--- src/rtl/cv_ctrl_pkg.sv ---
// Shared constants and types for the ColecoVision controller port block:
// key codes, button bit positions and the keypad/joystick pin bundle.
package cv_ctrl_pkg;

  localparam int BTN_W      = 20;
  localparam int BTN_STAR   = 10;
  localparam int BTN_HASH   = 11;
  localparam int BTN_PURPLE = 12;
  localparam int BTN_BLUE   = 13;
  localparam int BTN_UP     = 14;
  localparam int BTN_DOWN   = 15;
  localparam int BTN_LEFT   = 16;
  localparam int BTN_RIGHT  = 17;
  localparam int BTN_FIRE   = 18;
  localparam int BTN_ARM    = 19;

  // Keypad codes as {p1,p2,p3,p4}, active-low
  localparam logic [3:0] KC_0      = 4'b0011;
  localparam logic [3:0] KC_1      = 4'b1110;
  localparam logic [3:0] KC_2      = 4'b1101;
  localparam logic [3:0] KC_3      = 4'b0110;
  localparam logic [3:0] KC_4      = 4'b0001;
  localparam logic [3:0] KC_5      = 4'b1001;
  localparam logic [3:0] KC_6      = 4'b0111;
  localparam logic [3:0] KC_7      = 4'b1100;
  localparam logic [3:0] KC_8      = 4'b1000;
  localparam logic [3:0] KC_9      = 4'b1011;
  localparam logic [3:0] KC_STAR   = 4'b1010;
  localparam logic [3:0] KC_HASH   = 4'b0101;
  localparam logic [3:0] KC_PURPLE = 4'b0100;
  localparam logic [3:0] KC_BLUE   = 4'b0010;
  localparam logic [3:0] KC_NONE   = 4'b1111;

  typedef struct packed {
    logic p1;
    logic p2;
    logic p3;
    logic p4;
    logic p6;
  } cv_pins_t;

  function automatic logic [3:0] kp_code(input int idx);
    case (idx)
      0:          return KC_0;
      1:          return KC_1;
      2:          return KC_2;
      3:          return KC_3;
      4:          return KC_4;
      5:          return KC_5;
      6:          return KC_6;
      7:          return KC_7;
      8:          return KC_8;
      9:          return KC_9;
      BTN_STAR:   return KC_STAR;
      BTN_HASH:   return KC_HASH;
      BTN_PURPLE: return KC_PURPLE;
      BTN_BLUE:   return KC_BLUE;
      default:    return KC_NONE;
    endcase
  endfunction

  // Walk downward so the lowest pressed index is the last to write
  function automatic logic [3:0] kp_encode(input logic [13:0] keys);
    logic [3:0] c;
    c = KC_NONE;
    for (int b = 13; b >= 0; b--)
      if (keys[b]) c = kp_code(b);
    return c;
  endfunction

  // Quadrature phase index to {p7,p9}: 11 -> 01 -> 00 -> 10
  function automatic logic [1:0] cv_quad_pins(input logic [1:0] q);
    case (q)
      2'd0:    return 2'b11;
      2'd1:    return 2'b01;
      2'd2:    return 2'b00;
      default: return 2'b10;
    endcase
  endfunction

endpackage

--- src/rtl/cv_ctrl_ports_if.sv ---
// Frontend/console side signals of the controller port block, one lane per port.
interface cv_ctrl_ports_if #(
  parameter int NUM_PORTS = 2,
  parameter int DELTA_W   = 8
);
  logic [NUM_PORTS-1:0][19:0]        keypad_i;
  logic [NUM_PORTS-1:0][DELTA_W-1:0] spin_delta_i;
  logic [NUM_PORTS-1:0]              spin_valid_i;
  logic [NUM_PORTS-1:0]              ctrl_p5_i;
  logic [NUM_PORTS-1:0]              ctrl_p8_i;
  logic [NUM_PORTS-1:0]              ctrl_p1_o;
  logic [NUM_PORTS-1:0]              ctrl_p2_o;
  logic [NUM_PORTS-1:0]              ctrl_p3_o;
  logic [NUM_PORTS-1:0]              ctrl_p4_o;
  logic [NUM_PORTS-1:0]              ctrl_p6_o;
  logic [NUM_PORTS-1:0]              ctrl_p7_o;
  logic [NUM_PORTS-1:0]              ctrl_p9_o;

  modport master (
    output keypad_i, spin_delta_i, spin_valid_i, ctrl_p5_i, ctrl_p8_i,
    input  ctrl_p1_o, ctrl_p2_o, ctrl_p3_o, ctrl_p4_o, ctrl_p6_o, ctrl_p7_o, ctrl_p9_o
  );

  modport slave (
    input  keypad_i, spin_delta_i, spin_valid_i, ctrl_p5_i, ctrl_p8_i,
    output ctrl_p1_o, ctrl_p2_o, ctrl_p3_o, ctrl_p4_o, ctrl_p6_o, ctrl_p7_o, ctrl_p9_o
  );
endinterface

--- src/rtl/cv_spinner_quad.sv ---
// Roller spinner emulation: saturating motion accumulator drained one count
// per divider period into a quadrature phase on {p7,p9}.
module cv_spinner_quad
  import cv_ctrl_pkg::*;
#(
  parameter int DELTA_W  = 8,
  parameter int ACC_W    = 10,
  parameter int SPIN_DIV = 1024
) (
  input  logic               clk_i,
  input  logic               reset_n_i,
  input  logic               clk_en_i,
  input  logic               spin_valid_i,
  input  logic [DELTA_W-1:0] spin_delta_i,
  output logic               p7_o,
  output logic               p9_o
);
  localparam int DIV_W = (SPIN_DIV > 1) ? $clog2(SPIN_DIV) : 1;
  localparam int SW    = ACC_W + 2;
  localparam logic signed [SW-1:0] LIM = SW'((2 ** (ACC_W - 1)) - 1);

  logic [DIV_W-1:0]        div_q;
  logic signed [ACC_W-1:0] acc_q;
  logic [1:0]              q_q, q_d;
  logic [1:0]              pins_q;
  logic                    tc, step;
  logic signed [SW-1:0]    sum;

  assign tc   = clk_en_i && (div_q == DIV_W'(SPIN_DIV - 1));
  assign step = tc && (acc_q != '0);

  // Delta and step combine before a single saturation, so excess is dropped
  always_comb begin
    sum = {{2{acc_q[ACC_W-1]}}, acc_q};
    q_d = q_q;
    if (spin_valid_i)
      sum = sum + {{(SW-DELTA_W){spin_delta_i[DELTA_W-1]}}, spin_delta_i};
    if (step) begin
      if (acc_q[ACC_W-1]) begin
        sum = sum + SW'(1);
        q_d = q_q - 2'd1;
      end else begin
        sum = sum - SW'(1);
        q_d = q_q + 2'd1;
      end
    end
    if (sum > LIM)       sum = LIM;
    else if (sum < -LIM) sum = -LIM;
  end

  always_ff @(posedge clk_i or negedge reset_n_i) begin
    if (!reset_n_i) begin
      div_q  <= '0;
      acc_q  <= '0;
      q_q    <= 2'd0;
      pins_q <= 2'b11;
    end else begin
      if (clk_en_i) div_q <= tc ? '0 : div_q + DIV_W'(1);
      acc_q  <= sum[ACC_W-1:0];
      q_q    <= q_d;
      pins_q <= cv_quad_pins(q_d);
    end
  end

  assign p7_o = pins_q[1];
  assign p9_o = pins_q[0];

endmodule

--- src/rtl/cv_ctrl_ports.sv ---
// Multi-port ColecoVision controller interface: registered keypad/joystick
// pin encoding per port plus optional spinner quadrature on p7/p9.
module cv_ctrl_ports
  import cv_ctrl_pkg::*;
#(
  parameter int                   NUM_PORTS = 2,
  parameter int                   DELTA_W   = 8,
  parameter int                   ACC_W     = 10,
  parameter int                   SPIN_DIV  = 1024,
  parameter logic [NUM_PORTS-1:0] SPIN_EN   = '1
) (
  input  logic           clk_i,
  input  logic           reset_n_i,
  input  logic           clk_en_i,
  cv_ctrl_ports_if.slave ctrl
);

  for (genvar i = 0; i < NUM_PORTS; i++) begin : g_port
    cv_pins_t kp_h, js_h, pins_q;

    // Each half idles high when deselected so the AND merge lets the other through
    always_comb begin
      kp_h = '1;
      js_h = '1;
      if (!ctrl.ctrl_p5_i[i]) begin
        {kp_h.p1, kp_h.p2, kp_h.p3, kp_h.p4} = kp_encode(ctrl.keypad_i[i][13:0]);
        kp_h.p6 = ~ctrl.keypad_i[i][BTN_ARM];
      end
      if (!ctrl.ctrl_p8_i[i]) begin
        js_h.p1 = ~ctrl.keypad_i[i][BTN_UP];
        js_h.p2 = ~ctrl.keypad_i[i][BTN_DOWN];
        js_h.p3 = ~ctrl.keypad_i[i][BTN_LEFT];
        js_h.p4 = ~ctrl.keypad_i[i][BTN_RIGHT];
        js_h.p6 = ~ctrl.keypad_i[i][BTN_FIRE];
      end
    end

    always_ff @(posedge clk_i or negedge reset_n_i) begin
      if (!reset_n_i) pins_q <= '1;
      else            pins_q <= cv_pins_t'(kp_h & js_h);
    end

    assign ctrl.ctrl_p1_o[i] = pins_q.p1;
    assign ctrl.ctrl_p2_o[i] = pins_q.p2;
    assign ctrl.ctrl_p3_o[i] = pins_q.p3;
    assign ctrl.ctrl_p4_o[i] = pins_q.p4;
    assign ctrl.ctrl_p6_o[i] = pins_q.p6;

    if (SPIN_EN[i]) begin : g_spin
      cv_spinner_quad #(
        .DELTA_W (DELTA_W),
        .ACC_W   (ACC_W),
        .SPIN_DIV(SPIN_DIV)
      ) u_spin (
        .clk_i       (clk_i),
        .reset_n_i   (reset_n_i),
        .clk_en_i    (clk_en_i),
        .spin_valid_i(ctrl.spin_valid_i[i]),
        .spin_delta_i(ctrl.spin_delta_i[i]),
        .p7_o        (ctrl.ctrl_p7_o[i]),
        .p9_o        (ctrl.ctrl_p9_o[i])
      );
    end else begin : g_nospin
      assign ctrl.ctrl_p7_o[i] = 1'b1;
      assign ctrl.ctrl_p9_o[i] = 1'b1;
    end
  end

endmodule

--- src/flat_wrapper.sv ---
// flat-port wrapper written by rule: the top's interface ports become plain ports
module cv_ctrl_ports_flat import cv_ctrl_pkg::*;
#(
  parameter int                   NUM_PORTS = 2,
  parameter int                   DELTA_W   = 8,
  parameter int                   ACC_W     = 10,
  parameter int                   SPIN_DIV  = 1024,
  parameter logic [NUM_PORTS-1:0] SPIN_EN   = '1
)
  (clk_i, reset_n_i, clk_en_i, ctrl_keypad_i, ctrl_spin_delta_i, ctrl_spin_valid_i, ctrl_ctrl_p5_i, ctrl_ctrl_p8_i, ctrl_ctrl_p1_o, ctrl_ctrl_p2_o, ctrl_ctrl_p3_o, ctrl_ctrl_p4_o, ctrl_ctrl_p6_o, ctrl_ctrl_p7_o, ctrl_ctrl_p9_o);
  cv_ctrl_ports_if #(.NUM_PORTS(NUM_PORTS), .DELTA_W(DELTA_W)) ctrl_i ();
  input  logic clk_i;
  input  logic reset_n_i;
  input  logic clk_en_i;
  input wire logic [$bits(ctrl_i.keypad_i)-1:0] ctrl_keypad_i;
  input wire logic [$bits(ctrl_i.spin_delta_i)-1:0] ctrl_spin_delta_i;
  input wire logic [$bits(ctrl_i.spin_valid_i)-1:0] ctrl_spin_valid_i;
  input wire logic [$bits(ctrl_i.ctrl_p5_i)-1:0] ctrl_ctrl_p5_i;
  input wire logic [$bits(ctrl_i.ctrl_p8_i)-1:0] ctrl_ctrl_p8_i;
  output wire logic [$bits(ctrl_i.ctrl_p1_o)-1:0] ctrl_ctrl_p1_o;
  output wire logic [$bits(ctrl_i.ctrl_p2_o)-1:0] ctrl_ctrl_p2_o;
  output wire logic [$bits(ctrl_i.ctrl_p3_o)-1:0] ctrl_ctrl_p3_o;
  output wire logic [$bits(ctrl_i.ctrl_p4_o)-1:0] ctrl_ctrl_p4_o;
  output wire logic [$bits(ctrl_i.ctrl_p6_o)-1:0] ctrl_ctrl_p6_o;
  output wire logic [$bits(ctrl_i.ctrl_p7_o)-1:0] ctrl_ctrl_p7_o;
  output wire logic [$bits(ctrl_i.ctrl_p9_o)-1:0] ctrl_ctrl_p9_o;
  assign ctrl_i.keypad_i = ctrl_keypad_i;
  assign ctrl_i.spin_delta_i = ctrl_spin_delta_i;
  assign ctrl_i.spin_valid_i = ctrl_spin_valid_i;
  assign ctrl_i.ctrl_p5_i = ctrl_ctrl_p5_i;
  assign ctrl_i.ctrl_p8_i = ctrl_ctrl_p8_i;
  assign ctrl_ctrl_p1_o = ctrl_i.ctrl_p1_o;
  assign ctrl_ctrl_p2_o = ctrl_i.ctrl_p2_o;
  assign ctrl_ctrl_p3_o = ctrl_i.ctrl_p3_o;
  assign ctrl_ctrl_p4_o = ctrl_i.ctrl_p4_o;
  assign ctrl_ctrl_p6_o = ctrl_i.ctrl_p6_o;
  assign ctrl_ctrl_p7_o = ctrl_i.ctrl_p7_o;
  assign ctrl_ctrl_p9_o = ctrl_i.ctrl_p9_o;
  cv_ctrl_ports #(.NUM_PORTS(NUM_PORTS), .DELTA_W(DELTA_W), .ACC_W(ACC_W), .SPIN_DIV(SPIN_DIV), .SPIN_EN(SPIN_EN)) u_core (.clk_i(clk_i), .reset_n_i(reset_n_i), .clk_en_i(clk_en_i), .ctrl(ctrl_i));
endmodule
--- config.mk ---
export PLATFORM = sky130hd
export DESIGN_NAME = cv_ctrl_ports_flat
export DESIGN_NICKNAME = d
export VERILOG_FILES = /design/src/rtl/cv_ctrl_pkg.sv /design/src/rtl/cv_ctrl_ports_if.sv /design/src/rtl/cv_spinner_quad.sv /design/src/rtl/cv_ctrl_ports.sv /design/src/flat_wrapper.sv
export SDC_FILE = /design/constraint.sdc
export NUM_CORES = 1
export LEC_CHECK = 0
export BUFFER_PORTS_ARGS = -buffer_cell sky130_fd_sc_hd__buf_2
export CORE_ASPECT_RATIO = 1.2
export CORE_UTILIZATION = 60
export CTS_BUF_LIST = sky130_fd_sc_hd__clkbuf_2
export DETAILED_ROUTE_END_ITERATION = 8
export GPL_TIMING_DRIVEN = 0
export PLACE_DENSITY = 0.89
export SYNTH_ARGS = -nofsm -noshare
export SYNTH_HDL_FRONTEND = slang
export SYNTH_SLANG_ARGS = --single-unit
--- constraint.sdc ---
create_clock -name clk_i -period 5.1 [get_ports clk_i]
set_input_delay 1.02 -clock clk_i [delete_from_list [all_inputs] [get_ports clk_i]]
set_output_delay 1.02 -clock clk_i [all_outputs]
set_load 0.02 [all_outputs]
==> metrics.md, run 1 <==
| Metric | Value |
|---|---|
| Status | `finished clean` |
| # DRC | `0` |
| Synth Area in Simple Gates | `between 20% and 30%` |
| Design area | `6007 um^2` |
| Fin Hold WS | `between 0.4 and 0.5 ns` |
| Synth top area share | `about a fifth` |
| Synth area leader | `dfrtp_1` |
| Syn_area_per_cell | `8.539 um^2` |
| Wl on met1 | `4875 um` |
| Multi-input logic area | `around 3500 um^2` |
| Post-synthesis mux area share | `2.808%` |
| Synth Area in Compound Gates | `around a quarter` |
| Core ar. | `roughly 8600 um^2` |
| CTS tree | `done` |
| Crit path largest cell delay | `approximately 0.74 ns` |
| Minimum clock period | `about 5 ns` |
| Hold Buf Count CTS | `0` |
| Adder-Cell Fraction of Synth Area | `between 10% and 20%` |
| Synth Warn # | `0` |
| Cell area after synthesis | `between 5000 and 6000 um^2` |
| Routed len/inst | `around 15 um` |
| Dominant cells by area after synthesis | `dfrtp_1, ha_1, dfstp_2` |
| Worst-margin pin slew | `between 0.8 and 0.9 ns` |
| DRT antenna net count | `0` |
| # clock sinks | `58` |
| Worst hold path class | `flop to flop` |
| Initial antenna violation count | `0` |
| Peak supply drop | `0.6282 mV` |
| Most frequent cells in the layout | `buf_2, nor2_1, a21oi_1, ha_1, dfrtp_1` |
| Leakage power | `approximately 2.7 nW` |
| Fill cells | `676` |
| Unrepaired setup endpoints after global routing | `false` |
| Max Slew Vio Count | `0` |
| Kind of end point of the critical path | `flop` |
| Row count | `37` |
| Grt ovf | `0` |
| Data arrival, critical path | `5.30 ns` |
| Sequential cell area | `1469 um^2` |
| Via/cell ratio | `roughly 6.1` |
| # Post-CTS Setup Buffers | `0` |
| # resized after CTS | `0` |
| Synth cell types | `83` |
| I/O Buffers | `77` |
| Metal3 WL | `between 400 and 500 um` |
| Post-Syn Instances | `621` |
| N_diodes | `0` |
| Routed wl met2 | `6638 um` |
| P&R area growth vs syn | `13.28%` |
| DP Area | `~5800 um^2` |
| Initial drt markers | `between 300 and 400` |
| Cells after DPL | `approximately 820` |
| Initial core utilization | `61.91%` |
| Clock latency on the worst-skew pair | `about 0.5 ns` |
| Worst Path Max Fanout | `9` |
| Slowest CP cell | `o311ai_0` |
| Delay-heaviest family, CP | `compound AO/OA/AOI/OAI gates` |
| Die X | `a little under 90 um` |
| Total GRT Usage | `~29%` |
| Die ar. | `around 9200 um^2` |
| Highest routed metal layer | `met4` |
| Most common cell after layout, fill and taps aside | `buf_2` |
| Fmax | `204.0 MHz` |
| Tot Pwr | `between 3 and 4 mW` |
| WP buf/inv | `3` |
| Seq cells post-synth | `58` |
| TritonCTS buffer count | `9` |
| Setup CP Type | `input pin to flop` |
| Die Ht | `105.0 um` |
| RD Place Congestion | `between 0.8 and 0.9` |
| Largest family of logic cells by synthesized area | `compound AO/OA/AOI/OAI gates` |
| Synth Area in XOR/XNOR | `6.277%` |
| Sequential area share after synthesis | `27.70%` |
| Mapped Nets | `roughly 740` |
| Tcrit/Tclk final | `96.11%` |
| CTS root buffer | `clkbuf_2` |
| Post-synth EDFFs | `0` |
| Vias in the first global route | `about 5000` |
| Drt pass-1 iters | `5` |
| Final setup fails | `0` |
| Worst-path cell chain | `buf_2 -> ha_1 -> inv_1 -> fa_1 -> nor2b_1 -> o21ai_0 -> o311ai_0 -> ha_1 -> a21o_1 -> a221oi_1 -> a21oi_1 -> nor4_1 -> a41o_1 -> nor3_1 -> o41a_1 -> buf_6 -> nand3b_4` |
| Slew HR | `42.05%` |
| H-tree levels | `3` |
| Top_reg_cell synth | `dfrtp_1` |
| Synth async-reset ratio | `100.0%` |
| Clock slew at reported path FFs | `around 0.2 ns` |
| Via count | `approximately 5000` |
| Largest net degree at the start of global routing | `59` |
| Clock Skew | `0.02960 ns` |
| Cell Pwr Density | `approximately 640 nW/um^2` |
| Max Cap Viol | `0` |
| Dpl hpwl | `between 9000 and 10000 um` |
| WL final | `between 10000 and 15000 um` |
| CTS max path bufs | `2` |
| Nets | `approximately 820` |
| First-pass GRT wire length | `roughly 21000 um` |
| Fin. Hold Viols | `0` |
| Worst EP required | `~5.5 ns` |
| I/O pins | `a little under 80` |
| Share of layout cells above drive strength 1 | `between 20% and 30%` |
| Critical Path Most Common Cell | `ha_1` |
| Final Non-Filler Cells | `831` |
| Setup crit start kind | `input pin` |
[Yosys cell counts (all sizes together) (6+ instances only)]
| master | number |
|---|---|
| a21oi | 52 |
| o21a | 6 |
| a21o | 15 |
| nand2 | 38 |
| or3 | 12 |
| nor3 | 26 |
| nor2 | 59 |
| a211oi | 6 |
| ha | 46 |
| inv | 42 |
| nor4 | 10 |
| or4 | 7 |
| clkbuf | 8 |
| o21ai | 36 |
| buf | 10 |
| mux2i | 8 |
| dfstp | 14 |
| a31oi | 7 |
| xnor2 | 23 |
| xor2 | 15 |
| nor2b | 8 |
| nand4 | 8 |
| nand3 | 14 |
| dfrtp | 44 |
[routing by layer]
layer,global-route usage [%],up-vias
li1,-,2501
met1,33.33,2421
met5,0,-
met3,4.502,29
met2,51.22,135
met4,10.77,0
[per-stage QoR]
step / worst slack (ns) / util (%) / setup TNS [ns]
finish: 0.1986 / 70.14 / 0
CTS: 0.3356 / 70.11 / 0
detailed placement: -0.2010 / 68.12 / -1.271
global placement: -0.03018 / 68.12 / -0.03018
floorplan: 0.5714 / - / 0
global route: 0.002064 / 70.14 / 0
[registers in the layout, indices dropped and copies added, names as in the netlist]
signal	flops
u_core.g_port.g_spin.u_spin.acc_q	20
u_core.g_port.g_spin.u_spin.div_q	20
u_core.g_port.g_spin.u_spin.pins_q	4
u_core.g_port.g_spin.u_spin.q_q	4
u_core.ctrl.ctrl_p1_o	2
u_core.ctrl.ctrl_p2_o	2
u_core.ctrl.ctrl_p3_o	2
u_core.ctrl.ctrl_p4_o	2
u_core.ctrl.ctrl_p6_o	2
[cell type report]
cell class	count	area share (%)
Buffer	18	2.062
Tap cell	117	2.437
Clock inverter	7	2.083
Sequential cell	58	24.45
Multi-Input combinational cell	502	59.07
Timing Repair Buffer	77	6.457
Inverter	43	2.687
Clock buffer	9	0.7498
[logic make-up (layout without fill, tap and decap cells)]
family                     count (synthesis)  in the layout
AOI/OAI and AO/OA                        190            190
xor gates and xnor gates                  38             38
adders and majority gates                 50             50
buffers and inverters                     61            154
DFF                                       58             58
muxes                                     13             13
and+or+nand+nor                          211            211
[worst paths after layout]
kind | start | endpoint | slack, ns | depth (start not counted)
setup reg to reg | u_core.g_port[0].g_spin.u_spin.acc_q[0]$_DFF_PN0_ | u_core.g_port[0].g_spin.u_spin.acc_q[0]$_DFF_PN0_ | 0.30 | 16
max in group asynchronous | reset_n_i | u_core.g_port[1].g_spin.u_spin.acc_q[0]$_DFF_PN0_ | 4.07 | 1
min in group asynchronous | reset_n_i | u_core.g_port[0].g_spin.u_spin.div_q[7]$_DFFE_PN0P_ | 0.53 | 1
hold reg to reg | u_core.g_port[0].g_spin.u_spin.div_q[8]$_DFFE_PN0P_ | u_core.g_port[0].g_spin.u_spin.div_q[8]$_DFFE_PN0P_ | 0.49 | 1
setup / recovery | ctrl_spin_delta_i[0] | u_core.g_port[0].g_spin.u_spin.acc_q[0]$_DFF_PN0_ | 0.20 | 17
hold / removal | u_core.g_port[0].g_spin.u_spin.div_q[8]$_DFFE_PN0P_ | u_core.g_port[0].g_spin.u_spin.div_q[8]$_DFFE_PN0P_ | 0.49 | 1
[power by group]
group          switching [mW]  internal [mW]
combinational            1.55           1.16
clock                   0.193          0.216
sequential              0.146          0.602
total                    1.89           1.98
(Power assumes the default switching activity.)
==> inputs of run 2 (changes only) <==
CORE_ASPECT_RATIO = 1.1   (was 1.2)
==> run 2 against run 1 <==
- via count shrank 1.1%
- critical path depth is the same
- critical endpoint unchanged
- final cell count shrank 0.72%
==> metrics.md, run 2 (synthesis gave the netlist of run 1 again) <==
| Metric | Value |
|---|---|
| Worst-margin pin slew | `approximately 0.7 ns` |
| Max Slew Vio Count | `0` |
| Core ar. | `around 8500 um^2` |
| CTS max path bufs | `2` |
| Dpl hpwl | `9186 um` |
| Row count | `35` |
| Largest regs | `u_core.g_port.g_spin.u_spin.acc_q: 20 flops, u_core.g_port.g_spin.u_spin.div_q: 20 flops` |
| Data arrival, critical path | `5.11 ns` |
| Clock latency on the worst-skew pair | `0.47 ns` |
| N_diodes | `0` |
| First-pass GRT wire length | `between 20000 and 25000 um` |
| Layout Utilization | `between 60 and 70%` |
| WL final | `around 12000 um` |
| Unrepaired setup endpoints after global routing | `false` |
| # clock sinks | `between 50 and 60` |
| Fin. Hold Viols | `0` |
| Vias in the first global route | `4738` |
| Setup WS post-layout | `around 0.37 ns` |
| Most frequent cells in the layout | `buf_2, nor2_1, a21oi_1, ha_1, dfrtp_1` |
| Die ar. | `slightly above 9000 um^2` |
| Hold Buf Count CTS | `0` |
| Worst Path Max Fanout | `9` |
| Die Ht | `~100 um` |
| Grt ovf | `0` |
| P&R area growth vs syn | `11.37%` |
| Initial drt markers | `253` |
| # resized after CTS | `0` |
| Fill cells | `650` |
| Final setup fails | `0` |
| CTS tree | `done` |
| Worst EP required | `roughly 5.5 ns` |
| Via/cell ratio | `between 6 and 7` |
| Multi-input logic area | `between 3000 and 4000 um^2` |
| H-tree levels | `3` |
| Final Non-Filler Cells | `~830` |
| Drt pass-1 iters | `5` |
| RD Place Congestion | `0.8858` |
| CTS root buffer | `clkbuf_2` |
| Cell Pwr Density | `620.2 nW/um^2` |
| # DRC | `0` |
| Clock slew at reported path FFs | `0.15 ns` |
| I/O pins | `between 70 and 80` |
| # Post-CTS Setup Buffers | `0` |
| Slew HR | `53.17%` |
| Dpl ws | `-0.06991 ns` |
| Fmax | `211.4 MHz` |
| Sequential cell area | `approximately 1500 um^2` |
| Minimum clock period | `roughly 4.7 ns` |
| Peak supply drop | `approximately 0.21 mV` |
| Die X | `a little over 90 um` |
| Total GRT Usage | `a little over a quarter` |
| Cells after DPL | `between 800 and 900` |
| TritonCTS buffer count | `9` |
| Most common cell after layout, fill and taps aside | `buf_2` |
| Nets | `about 820` |
| Via count | `between 5000 and 6000` |
| Routed len/inst | `roughly 14 um` |
| Initial core utilization | `approximately 62%` |
| Setup CP Type | `input pin to flop` |
| Clock Skew | `around 0.024 ns` |
| Tcrit/Tclk final | `between 90 and 100%` |
| Largest net degree at the start of global routing | `approximately 60` |
| DRT antenna net count | `0` |
| Share of layout cells above drive strength 1 | `between 10% and 20%` |
| Worst hold path class | `flop to flop` |
| Max Cap Viol | `0` |
| I/O Buffers | `slightly below 80` |
| Kind of end point of the critical path | `flop` |
| Leakage power | `around 2.7 nW` |
| Setup crit start kind | `input pin` |
| Status | `finished clean` |
| Fin Setup TNS | `0 ns` |
| Initial antenna violation count | `0` |
[run 2: metal layers]
| metal | wire [um] | global-route usage (%) |
|---|---|---|
| met2 | 5563 | 46.04 |
| met1 | 5103 | 33.70 |
| met5 | 0 | 0 |
| met3 | 686 | 4.751 |
| met4 | 195 | 9.035 |
[run 2: cell type report]
class	count	area share, %
clock buffer	11	0.9322
sequential	58	24.87
timing repair buffer	77	6.568
clock inverter	5	0.3602
multi-input combinational	502	60.08
inverter	43	2.733
tap	111	2.352
buffer	18	2.097
[run 2: through the flow]
step                hold WS [ns]  power [mW]  cell area [um^2]
floorplan                 0.4423       2.855              5303
global placement          0.4612       3.242              5827
detailed placement        0.4678       3.376              5827
CTS                       0.4895       3.616              5903
global route              0.5063       4.024              5906
finish                    0.4880       3.663              5906
[run 2: where the power goes]
part	switching [mW]	total (mW)	internal, mW
Combinational	1.54	2.70	1.16
Sequential	0.143	0.745	0.603
Clock	0.159	0.221	0.0621
[run 2: worst max-delay path, cell delays in order]
cell	delay, ns
buf_2	0.08
ha_1	0.15
inv_1	0.06
fa_1	0.37
nor2b_1	0.25
o21ai_0	0.15
o311ai_0	0.61
ha_1	0.42
a21o_1	0.23
a221oi_1	0.43
a21oi_1	0.21
nor4_1	0.23
a41o_1	0.17
nor3_1	0.06
o41a_1	0.39
buf_6	0.15
nand3b_4	0.14
[run 2: worst paths after layout]
check                                                                     from                                                   to  slack [ns]  cells after the start
setup / recovery                                          ctrl_spin_delta_i[0]    u_core.g_port[0].g_spin.u_spin.acc_q[0]$_DFF_PN0_        0.37                     17
setup reg to reg             u_core.g_port[0].g_spin.u_spin.acc_q[0]$_DFF_PN0_    u_core.g_port[0].g_spin.u_spin.acc_q[0]$_DFF_PN0_        0.49                     16
hold reg to reg            u_core.g_port[1].g_spin.u_spin.div_q[8]$_DFFE_PN0P_  u_core.g_port[1].g_spin.u_spin.div_q[8]$_DFFE_PN0P_        0.49                      1
hold / removal             u_core.g_port[1].g_spin.u_spin.div_q[8]$_DFFE_PN0P_  u_core.g_port[1].g_spin.u_spin.div_q[8]$_DFFE_PN0P_        0.49                      1
min in group asynchronous                                            reset_n_i    u_core.g_port[0].g_spin.u_spin.acc_q[9]$_DFF_PN0_        0.54                      1
max in group asynchronous                                            reset_n_i  u_core.g_port[1].g_spin.u_spin.div_q[3]$_DFFE_PN0P_        4.07                      1
